**src/rtl/keypad_pkg.sv**
```systemverilog
// Shared types, constants and helpers for the 4x4 keypad scanner.
// Build option: define KEYPAD_REPEAT_EN to enable auto-repeat in keypad_scan_debounce.
package keypad_pkg;

  typedef enum logic [1:0] {
    StScan,
    StDebounce,
    StHeld,
    StRelease
  } key_state_e;

  localparam int unsigned DefDebounceCycles = 20;
  localparam int unsigned DefScanDwell      = 3;
  localparam int unsigned DefRepeatDelay    = 240;
  localparam int unsigned DefRepeatRate     = 48;

  // Indexed by {row, col}; entry 0 is row 0 / col 0.
  localparam logic [15:0][3:0] KeyMap = {
    4'hD, 4'hF, 4'h0, 4'hE,
    4'hC, 4'h9, 4'h8, 4'h7,
    4'hB, 4'h6, 4'h5, 4'h4,
    4'hA, 4'h3, 4'h2, 4'h1
  };

  // Index of the lowest-numbered row pulled low (rows are active-low).
  function automatic logic [1:0] lowest_low(input logic [3:0] r);
    logic [1:0] idx;
    idx = 2'd0;
    for (int i = 3; i >= 0; i--) begin
      if (!r[i]) idx = 2'(i);
    end
    return idx;
  endfunction

  // Index of the single driven (low) column.
  function automatic logic [1:0] col_index(input logic [3:0] c);
    logic [1:0] idx;
    case (c)
      4'b1110: idx = 2'd0;
      4'b1101: idx = 2'd1;
      4'b1011: idx = 2'd2;
      4'b0111: idx = 2'd3;
      default: idx = 2'd0;
    endcase
    return idx;
  endfunction

  // Step the active-low column drive to the next column.
  function automatic logic [3:0] rotate_cols(input logic [3:0] c);
    return {c[2:0], c[3]};
  endfunction

endpackage

```
**src/rtl/keypad_sync.sv**
```systemverilog
// Two-flop synchronizer for asynchronous active-low inputs; resets to all ones (idle).
module keypad_sync #(
  parameter int unsigned Width = 4
) (
  input  logic             clk,
  input  logic             nreset,
  input  logic [Width-1:0] d,
  output logic [Width-1:0] q
);

  logic [Width-1:0] meta_q;
  logic [Width-1:0] sync_q;

  // Two-stage capture; output lags the input by two clocks.
  always_ff @(posedge clk) begin
    if (!nreset) begin
      meta_q <= '1;
      sync_q <= '1;
    end else begin
      meta_q <= d;
      sync_q <= meta_q;
    end
  end

  assign q = sync_q;

endmodule

```
**src/rtl/keypad_scan_debounce.sv**
```systemverilog
// 4x4 keypad column scanner with press/release debounce and one-cycle key pulse.
// Build option: KEYPAD_REPEAT_EN adds auto-repeat pulses while a key is held.
module keypad_scan_debounce
  import keypad_pkg::*;
#(
  parameter int unsigned DEBOUNCE_CYCLES = DefDebounceCycles,
  parameter int unsigned SCAN_DWELL      = DefScanDwell
`ifdef KEYPAD_REPEAT_EN
  ,
  parameter int unsigned REPEAT_DELAY    = DefRepeatDelay,
  parameter int unsigned REPEAT_RATE     = DefRepeatRate
`endif
) (
  input  logic       clk,
  input  logic       nreset,
  input  logic [3:0] rows,
  output logic [3:0] cols,
  output logic [3:0] keyCode,
  output logic       keyValid,
  output logic       keyPressed
);

  localparam int unsigned CntW   = $clog2(DEBOUNCE_CYCLES + 1);
  localparam int unsigned DwellW = $clog2(SCAN_DWELL + 1);

  localparam logic [CntW-1:0]   CntMax    = CntW'(DEBOUNCE_CYCLES);
  localparam logic [CntW-1:0]   CntLast   = CntW'(DEBOUNCE_CYCLES - 1);
  localparam logic [DwellW-1:0] DwellLast = DwellW'(SCAN_DWELL - 1);

`ifdef KEYPAD_REPEAT_EN
  localparam int unsigned RptMax = (REPEAT_DELAY > REPEAT_RATE) ? REPEAT_DELAY : REPEAT_RATE;
  localparam int unsigned RptW   = $clog2(RptMax + 1);

  localparam logic [RptW-1:0] RptDelayLast = RptW'(REPEAT_DELAY - 1);
  localparam logic [RptW-1:0] RptRateLast  = RptW'(REPEAT_RATE - 1);

  logic [RptW-1:0] rpt_cnt_q;
  logic            rpt_first_q;
`endif

  key_state_e        state_q;
  logic [3:0]        cols_q;
  logic [DwellW-1:0] dwell_q;
  logic [CntW-1:0]   cnt_q;
  logic [1:0]        row_q;
  logic [3:0]        key_code_q;
  logic              key_valid_q;
  logic              key_pressed_q;
  logic [3:0]        rows_s;

  keypad_sync #(
    .Width (4)
  ) u_sync (
    .clk    (clk),
    .nreset (nreset),
    .d      (rows),
    .q      (rows_s)
  );

  // Scan/debounce FSM; every output is a register updated here.
  always_ff @(posedge clk) begin
    if (!nreset) begin
      state_q       <= StScan;
      cols_q        <= 4'b1110;
      dwell_q       <= '0;
      cnt_q         <= '0;
      row_q         <= '0;
      key_code_q    <= 4'h0;
      key_valid_q   <= 1'b0;
      key_pressed_q <= 1'b0;
`ifdef KEYPAD_REPEAT_EN
      rpt_cnt_q     <= '0;
      rpt_first_q   <= 1'b1;
`endif
    end else begin
      key_valid_q <= 1'b0;
      unique case (state_q)
        StScan: begin
          // Rows are only trusted on the last dwell cycle, after the synchronizer settles.
          if (dwell_q == DwellLast) begin
            dwell_q <= '0;
            if (rows_s == 4'hF) begin
              cols_q <= rotate_cols(cols_q);
            end else begin
              row_q   <= lowest_low(rows_s);
              cnt_q   <= '0;
              state_q <= StDebounce;
            end
          end else begin
            dwell_q <= dwell_q + 1'b1;
          end
        end

        StDebounce: begin
          if (!rows_s[row_q]) begin
            if (cnt_q == CntLast) begin
              state_q       <= StHeld;
              key_code_q    <= KeyMap[{row_q, col_index(cols_q)}];
              key_valid_q   <= 1'b1;
              key_pressed_q <= 1'b1;
`ifdef KEYPAD_REPEAT_EN
              rpt_cnt_q     <= '0;
              rpt_first_q   <= 1'b1;
`endif
            end else begin
              cnt_q <= (cnt_q == CntMax) ? cnt_q : cnt_q + 1'b1;
            end
          end else begin
            // Glitch: retry the same column from a fresh dwell.
            state_q <= StScan;
            dwell_q <= '0;
          end
        end

        StHeld: begin
          if (rows_s[row_q]) begin
            state_q <= StRelease;
            cnt_q   <= '0;
`ifdef KEYPAD_REPEAT_EN
            rpt_cnt_q   <= '0;
            rpt_first_q <= 1'b1;
`endif
          end else begin
`ifdef KEYPAD_REPEAT_EN
            if (rpt_cnt_q == (rpt_first_q ? RptDelayLast : RptRateLast)) begin
              key_valid_q <= 1'b1;
              rpt_cnt_q   <= '0;
              rpt_first_q <= 1'b0;
            end else begin
              rpt_cnt_q <= rpt_cnt_q + 1'b1;
            end
`endif
          end
        end

        StRelease: begin
          if (!rows_s[row_q]) begin
            // Release bounce: resume holding without a new pulse.
            state_q <= StHeld;
`ifdef KEYPAD_REPEAT_EN
            rpt_cnt_q   <= '0;
            rpt_first_q <= 1'b1;
`endif
          end else if (cnt_q == CntLast) begin
            state_q       <= StScan;
            cols_q        <= rotate_cols(cols_q);
            dwell_q       <= '0;
            key_pressed_q <= 1'b0;
          end else begin
            cnt_q <= (cnt_q == CntMax) ? cnt_q : cnt_q + 1'b1;
          end
        end

        default: state_q <= StScan;
      endcase
    end
  end

  assign cols       = cols_q;
  assign keyCode    = key_code_q;
  assign keyValid   = key_valid_q;
  assign keyPressed = key_pressed_q;

endmodule

```
**config.mk**
```make
export PLATFORM = sky130hd
export DESIGN_NAME = keypad_scan_debounce
export DESIGN_NICKNAME = d
export VERILOG_FILES = /design/src/rtl/keypad_pkg.sv /design/src/rtl/keypad_sync.sv /design/src/rtl/keypad_scan_debounce.sv
export SDC_FILE = /design/constraint.sdc
export NUM_CORES = 1
export LEC_CHECK = 0
export ABC_CLOCK_PERIOD_IN_PS = 2600
export BUFFER_PORTS_ARGS = -buffer_cell sky130_fd_sc_hd__buf_2
export CAP_MARGIN = 25
export CORE_ASPECT_RATIO = 0.8
export CORE_MARGIN = 2
export CORE_UTILIZATION = 57
export DETAILED_ROUTE_END_ITERATION = 12
export MAX_ROUTING_LAYER = met4
export PLACE_DENSITY_LB_ADDON = 0.12
export RECOVER_POWER = 25
export SETUP_SLACK_MARGIN = 0.2
export SLEW_MARGIN = 20
export SYNTH_ARGS = -nofsm -noshare
export SYNTH_HDL_FRONTEND = slang
export SYNTH_SLANG_ARGS = --single-unit
```
**constraint.sdc**
```tcl
create_clock -name clk -period 2.6 [get_ports clk]
set_clock_uncertainty 0.05 [all_clocks]
set_input_delay 0.52 -clock clk [delete_from_list [all_inputs] [get_ports clk]]
set_output_delay 0.52 -clock clk [all_outputs]
set_load 0.05 [all_outputs]
```
# Word level (Yosys, flattened, before mapping)
# Memory sizes are Yosys's and may differ from the RTL's. A register that Yosys moved wholly into a read port is not among the register bits.
# Cells that the tools add are included.
# Widths: inputs -> output; s select.
word_totals:
  input_bits: 6
  mem_count: 1
  mem_bits_ro: 64
  elab_cells: 93
  register_bits: 25
  output_inout_bits: 10
classes:
  order_cmp: 1
  reduce_logical: 13
  bitwise_logic: 4
  n_addsub: 2
  n_mux: 42
  n_eq_ne: 21
mem_list:
  columns: ["memory", "words", "width", "read_ports", "rd_clocked_by_memory_dff", "write_ports", "line_no", "rtl"]
  rows:
  - ["(no name shown)", 16, 4, 1, 1, 0, "keypad_scan_debounce.sv:98", "key_code_q <= KeyMap[{row_q, col_index(cols_q)}];"]
ops:
  columns: ["op", "count"]
  rows:
  - ["$mux 2", 18]
  - ["$mux 5", 7]
  - ["$pmux 5 s4", 1]
  - ["$reduce_and 5->1", 4]
  - ["$ne 2x2->1 const B", 9]
  - ["$mux 4", 4]
  - ["$eq 4x4->1 const B", 3]
  - ["$pmux 2 s3", 2]
  - ["$eq 5x5->1 const B", 2]
  - ["$pmux 2 s4", 1]
  - ["$pmux 4 s2", 1]
  - ["$eq 2x2->1 const B", 3]
  - ["$mux 1", 6]
  - ["$ne 3x3->1 const B", 2]
  - ["$reduce_and 3->1", 2]
  - ["$add 5x1->5 const B", 1]
  - ["$eq 4x3->1 const B", 1]
  - ["$not 1->1", 4]
  - ["$reduce_and 4->1", 1]
  - ["$reduce_bool 2->1", 2]
  - ["$lt 2x3->1 const B", 1]
  - ["$reduce_bool 3->1", 1]
  - ["$reduce_or 3->1", 1]
  - ["$add 2x1->2 const B", 1]
  - ["5 further kinds", 5]

# Longest topological paths before layout
logic_depth:
  word_depth: 6
  depth_mapped: 8
  depth_no_buf: 8

# Cells and area by module
# From an unflattened synthesis, not the netlist that was laid out.
unflattened:
  cells_unflattened: 167
  area_unflattened_um2: 1505.2
by_module_without_submodules:
  columns: ["module", "seq_area_each_um2", "area_each_um2", "cells_each", "n_inst"]
  rows:
  - ["keypad_scan_debounce", 420.4, 1295.0, 151, 1]
  - ["keypad_sync", 160.2, 210.2, 16, 1]

# Worst setup path before layout
# Ideal clock, no wire load.
synth_path:
  path_kind: "register to register"
  start: "reg cols_q[3], in the netlist cols[3]"
  end: "reg key_code_q[1], in the netlist keyCode[1]"
  n_path_buf: 0
  path_slack_ns: 0.453
  t_required_ns: 2.423
  arrival_time_ns: 1.970
  synth_period_minus_slack_ns: 2.147
  stages_incl_launch_ff: 8
  setup_time_ns: 0.127
  cell_sequence: "dfxtp_1 -> xor2_1 -> and3_1 -> inv_1 -> ha_1 -> mux4_2 -> mux2i_1 -> nor2_1"
synth_between:
  elab_chain_cells: 6
  elab_cells_between_ends: 8
  cone_classes: "eq/ne: 3; mux: 5"
synth_rtl:
  columns: ["element", "line_no", "rtl"]
  rows:
  - ["start, declared", "keypad_scan_debounce.sv:42", "logic [3:0] cols_q;"]
  - ["start signal, assigned", "keypad_scan_debounce.sv:83", "cols_q <= rotate_cols(cols_q);"]
  - ["start signal, assigned", "keypad_scan_debounce.sv:146", "cols_q <= rotate_cols(cols_q);"]
  - ["$eq 4x3->1 or $eq 4x4->1 (tied branches)", "keypad_pkg.sv:38", "case (c)"]
  - ["$pmux 2 s3 (*)", "keypad_pkg.sv:38", null]
  - ["$mux 2 (*)", "keypad_scan_debounce.sv:96", "if (cnt_q == CntLast) begin"]
  - ["$mux 2 (*)", "keypad_scan_debounce.sv:95", "if (!rows_s[row_q]) begin"]
  - ["$mux 2 (*)", "keypad_scan_debounce.sv:77", "unique case (state_q)"]
  - ["$mux 2 (*)", "keypad_scan_debounce.sv:62", "if (!nreset) begin"]
  - ["end, declared", "keypad_scan_debounce.sv:46", "logic [3:0] key_code_q;"]
# Every way passes the cells marked *; elsewhere a longest branch is shown, timed or not. The select of a mux whose other input is x is not followed.
# A chain may end at the register's enable or synchronous reset.

# Worst setup path after layout
layout_path:
  start: "reg row_q[0]"
  end: "reg cnt_q[3]"
layout_between:
  elab_chain_cells: 4
  elab_cells_between_ends: 6
  cone_classes: "eq/ne: 3; mux: 2; reduce/logical: 1"
layout_rtl:
  columns: ["element", "line_no", "rtl"]
  rows:
  - ["start, declared", "keypad_scan_debounce.sv:45", "logic [1:0] row_q;"]
  - ["start signal, assigned", "keypad_scan_debounce.sv:85", "row_q <= lowest_low(rows_s);"]
  - ["$bmux 1 s2 (*)", "keypad_scan_debounce.sv:95, keypad_scan_debounce.sv:116, keypad_scan_debounce.sv:137", null]
  - ["$mux 1 (not written as such) (*)", "keypad_scan_debounce.sv:95, keypad_scan_debounce.sv:116, keypad_scan_debounce.sv:137", null]
  - ["$ne 2x2->1 (no line)", null, null]
  - ["$reduce_and 5->1 (no line) (*)", null, null]
  - ["end signal, assigned", "keypad_scan_debounce.sv:106", "cnt_q <= (cnt_q == CntMax) ? cnt_q : cnt_q + 1'b1;"]
  - ["end signal, assigned", "keypad_scan_debounce.sv:150", "cnt_q <= (cnt_q == CntMax) ? cnt_q : cnt_q + 1'b1;"]
  - ["end, declared", "keypad_scan_debounce.sv:44", "logic [CntW-1:0] cnt_q;"]
# Marks and branches as above.

==> impl_results.md <==
- Post-synth EDFFs: 0
- Final setup viols: 0
- #FFs+latches synth: 29
- Hold crit path type: in -> reg
- Main area contributors after synthesis: dfxtp_1 (39%), ha_1 (9.2%), mux2i_1 (6.0%), nand2b_1 (4.6%), a21oi_1 (3.3%)
- Unique cell type count in the Yosys netlist: 35
- Initial antenna violation count: 0
- Worst setup margin: 0.481 ns
- Post-Route WL: 2.94 mm
- CP max-delay cell: mux4_2
- Status: complete, no violations
- Mapped Cells: 166
- Syn Area/Cell: 9.04 sq um
- CTS tree: yes
- Die height: 49.9 microns
- Clock sinks: 29
- Sequential share of power: 43.8%
- DP HPWL: 2.14 mm
- Worst R2R Start: row_q[0]
- Drt first pass iters: 4
- Slew Viols, Final: 0
- FP Rows: 16
- Layout cells sized above 1: 15.3%
- Final period util: 81.5%
- Clock Pin Slew Worst Setup and Hold Paths: 0.09 ns
- Antenna fix cells: 0
- Cts bufs inserted: 5
- Via-per-instance ratio: 5.71
- Setup_tns: 0 ns
- DR vias: 1250
- Post-synth top area share: 38.7%
- Avg WL per Cell: 13.4 microns
- Critical path type: reg -> reg
- Gp weighted congestion: 0.834
- Final Hold Fails: 0
- Max Clock Freq: 0.472 GHz
- Pwr/cell area: 710 mW/mm^2
- Combinational share of power: 23.5%
- H-Tree Depth: 2
- Nets@finish: 199
- Top_reg_cell synth: dfxtp_1
- Worst slew pin tran: 0.825 ns
- Syn nets: 183
- Starting DRC count in detailed routing: 76
- Largest area contributor in the netlist: dfxtp_1
- Headroom to the max-slew limit: 45.0%
- Sw power: 376 uW
- Post-CTS Setup Inserts: 0
- Pre-CTS worst setup slack: 0.509 ns
- Initial cell density of the core: 60.4%
- CTS root buffer: clkbuf_4
- R2R Path End: cnt_q[3]
- Startpoint types: register
- Leakage power: 0.678 nW
- Critical path arrival: 2.35 ns
- IO Pins: 16
- Die area: 0.00306 sq mm
- First-pass GRT wire length: 5.15 mm
- CP Cell Sequence: mux4_2 > nand2_1 > nand4_2 > or3_1 > a21oi_1
- Grt ovf: 0
- Worst Setup SP: row_q[0]
- Number of port buffers: 15
- Vias in the first global route: 1203
- CP Capture Type: register
- Clock tree buffer depth: 2
- Layout area overhead: 11.4%
- Resized Gates After CTS: 0
- CORE AREA: 0.00248 sq mm
- Switching Share: 31.7%
- Peak supply drop: 0.354 mV
- Crit-path max cell delay: 0.63 ns
- Latest clock arrival within the worst-skew pair: 0.34 ns
- Length in cells of the worst reg-to-reg path: 5
- Tmin final: 2.12 ns
- Max Fanout on Critical Path: 10
- GR Util All Layers: 23.8%
- Fill cells: 229
- # DRC: 0
- Mapped Area: 0.00150 sq mm
- Pwr Total: 1.19 mW
- RSZ-0062 raised after global routing: false
- Die Width: 61.4 microns
- Largest net degree at the start of global routing: 21
- Antenna Nets Post-Route: 0
- Req. time, crit path: 2.83 ns
- Internal: 810 uW
- Max-cap violations: 0
- Yosys warning count: 0
- Crit path capture: cnt_q[3]
- Clock power frac: 32.7%
- Fraction of registers with async set/reset: 0%
- Cts hold-fix bufs: 0
- Reg2reg setup slack: 0.48 ns
- Seq/Total Area, Yosys: 38.7%
worst max-delay path, delay by kind of cell (launching register included):
kind            cells  cell delay, ns
compound gates      1            0.14
flops               1            0.50
mux                 1            0.63
simple gates        3            0.74
worst min-delay path by stage:
stage,start,to,slack (ns),cells past startpoint
after CTS,rows[3],u_sync.meta_q[3],0.30,2
final,rows[3],u_sync.meta_q[3],0.30,2
after floorplan,u_sync.meta_q[0],u_sync.q[0],0.34,1
after global placement,u_sync.meta_q[0],u_sync.q[0],0.34,1
after global routing,rows[2],u_sync.meta_q[2],0.30,2
after detailed placement,u_sync.meta_q[2],u_sync.q[2],0.35,1
registers in the layout (all words and copies together), names as in the netlist, named ones only:
name	cells
cnt_q	5
cols	4
keyCode	4
u_sync.meta_q	4
u_sync.q	4
dwell_q	2
row_q	2
keyPressed	1
keyValid	1
state_q	1
power by group through the flow:
stage / logic (mW) / registers (mW) / clock network (mW)
2_1_floorplan: 0.194 / 0.540 / 0
3_3_place_gp: 0.262 / 0.525 / 0
3_5_place_dp: 0.272 / 0.530 / 0
4_1_cts: 0.273 / 0.519 / 0.397
5_1_grt: 0.308 / 0.525 / 0.415
6_report: 0.279 / 0.520 / 0.388
cell usage after synthesis, drive strengths merged, types with 3 or more instances:
library cell  number
clkbuf             4
buf                3
mux2i              9
nand2b            11
ha                11
or3                5
nand3              8
a211oi             4
nand2             13
o21ai              7
nor2              11
inv               12
a21oi             10
dfxtp             29
layout by cell type, fill, tap and decap left out, drive strengths merged, types with 2 or more instances in the layout:
master and n:
nand3 8, nand2b 11, o32ai 2, mux2i 9, mux4 2, clkbuf 9
dfxtp 29, a211oi 4, and2 2, and3 2, and4 2, o21bai 2
or3 5, nor3 2, inv 12, buf 14, a21oi 10, nand2 13
nor2 11, and4bb 2, o211ai 2, xor2 2, ha 11, o21ai 7
logic make-up after synthesis:
group	count (synthesis)	synth area share (%)
flip-flops	29	38.7
AND/OR/NAND/NOR	62	22.7
XOR/XNOR	2	1.17
buffers and inverters	19	5.42
AO/OA/AOI/OAI	31	13.1
multiplexers	12	9.76
adder cells (fa/ha/maj)	11	9.17
layout make-up:
class,count,area (sq um),share of cell area (%)
Timing Repair Buffer,16,77.6,4.64
Sequential cell,29,581,34.7
Multi-Input combinational cell,118,838,50.1
Tap cell,36,45.0,2.69
Clock inverter,1,30.0,1.80
Clock buffer,7,55.1,3.29
Inverter,12,45.0,2.69
per-layer routing:
layer,global-route usage (%),wire length (microns),up-vias
li1,-,-,613
met1,28.4,1340,588
met2,35.8,1340,42
met3,6.30,186,7
met4,13.5,75,0
met5,-,0,-
stage by stage:
| stage | std cells | hold WS [ns] | utilization [%] | cell area, sq um |
|---|---|---|---|---|
| floorplan | 166 | 0.336 | - | 1500 |
| global placement | 211 | 0.339 | 64.1 | 1590 |
| detailed placement | 211 | 0.354 | 64.1 | 1590 |
| CTS | 219 | 0.295 | 67.5 | 1680 |
| global route | 219 | 0.301 | 67.3 | 1670 |
| finish | 219 | 0.301 | 67.3 | 1670 |
No activity file was read; power rests on OpenSTA's default activity.
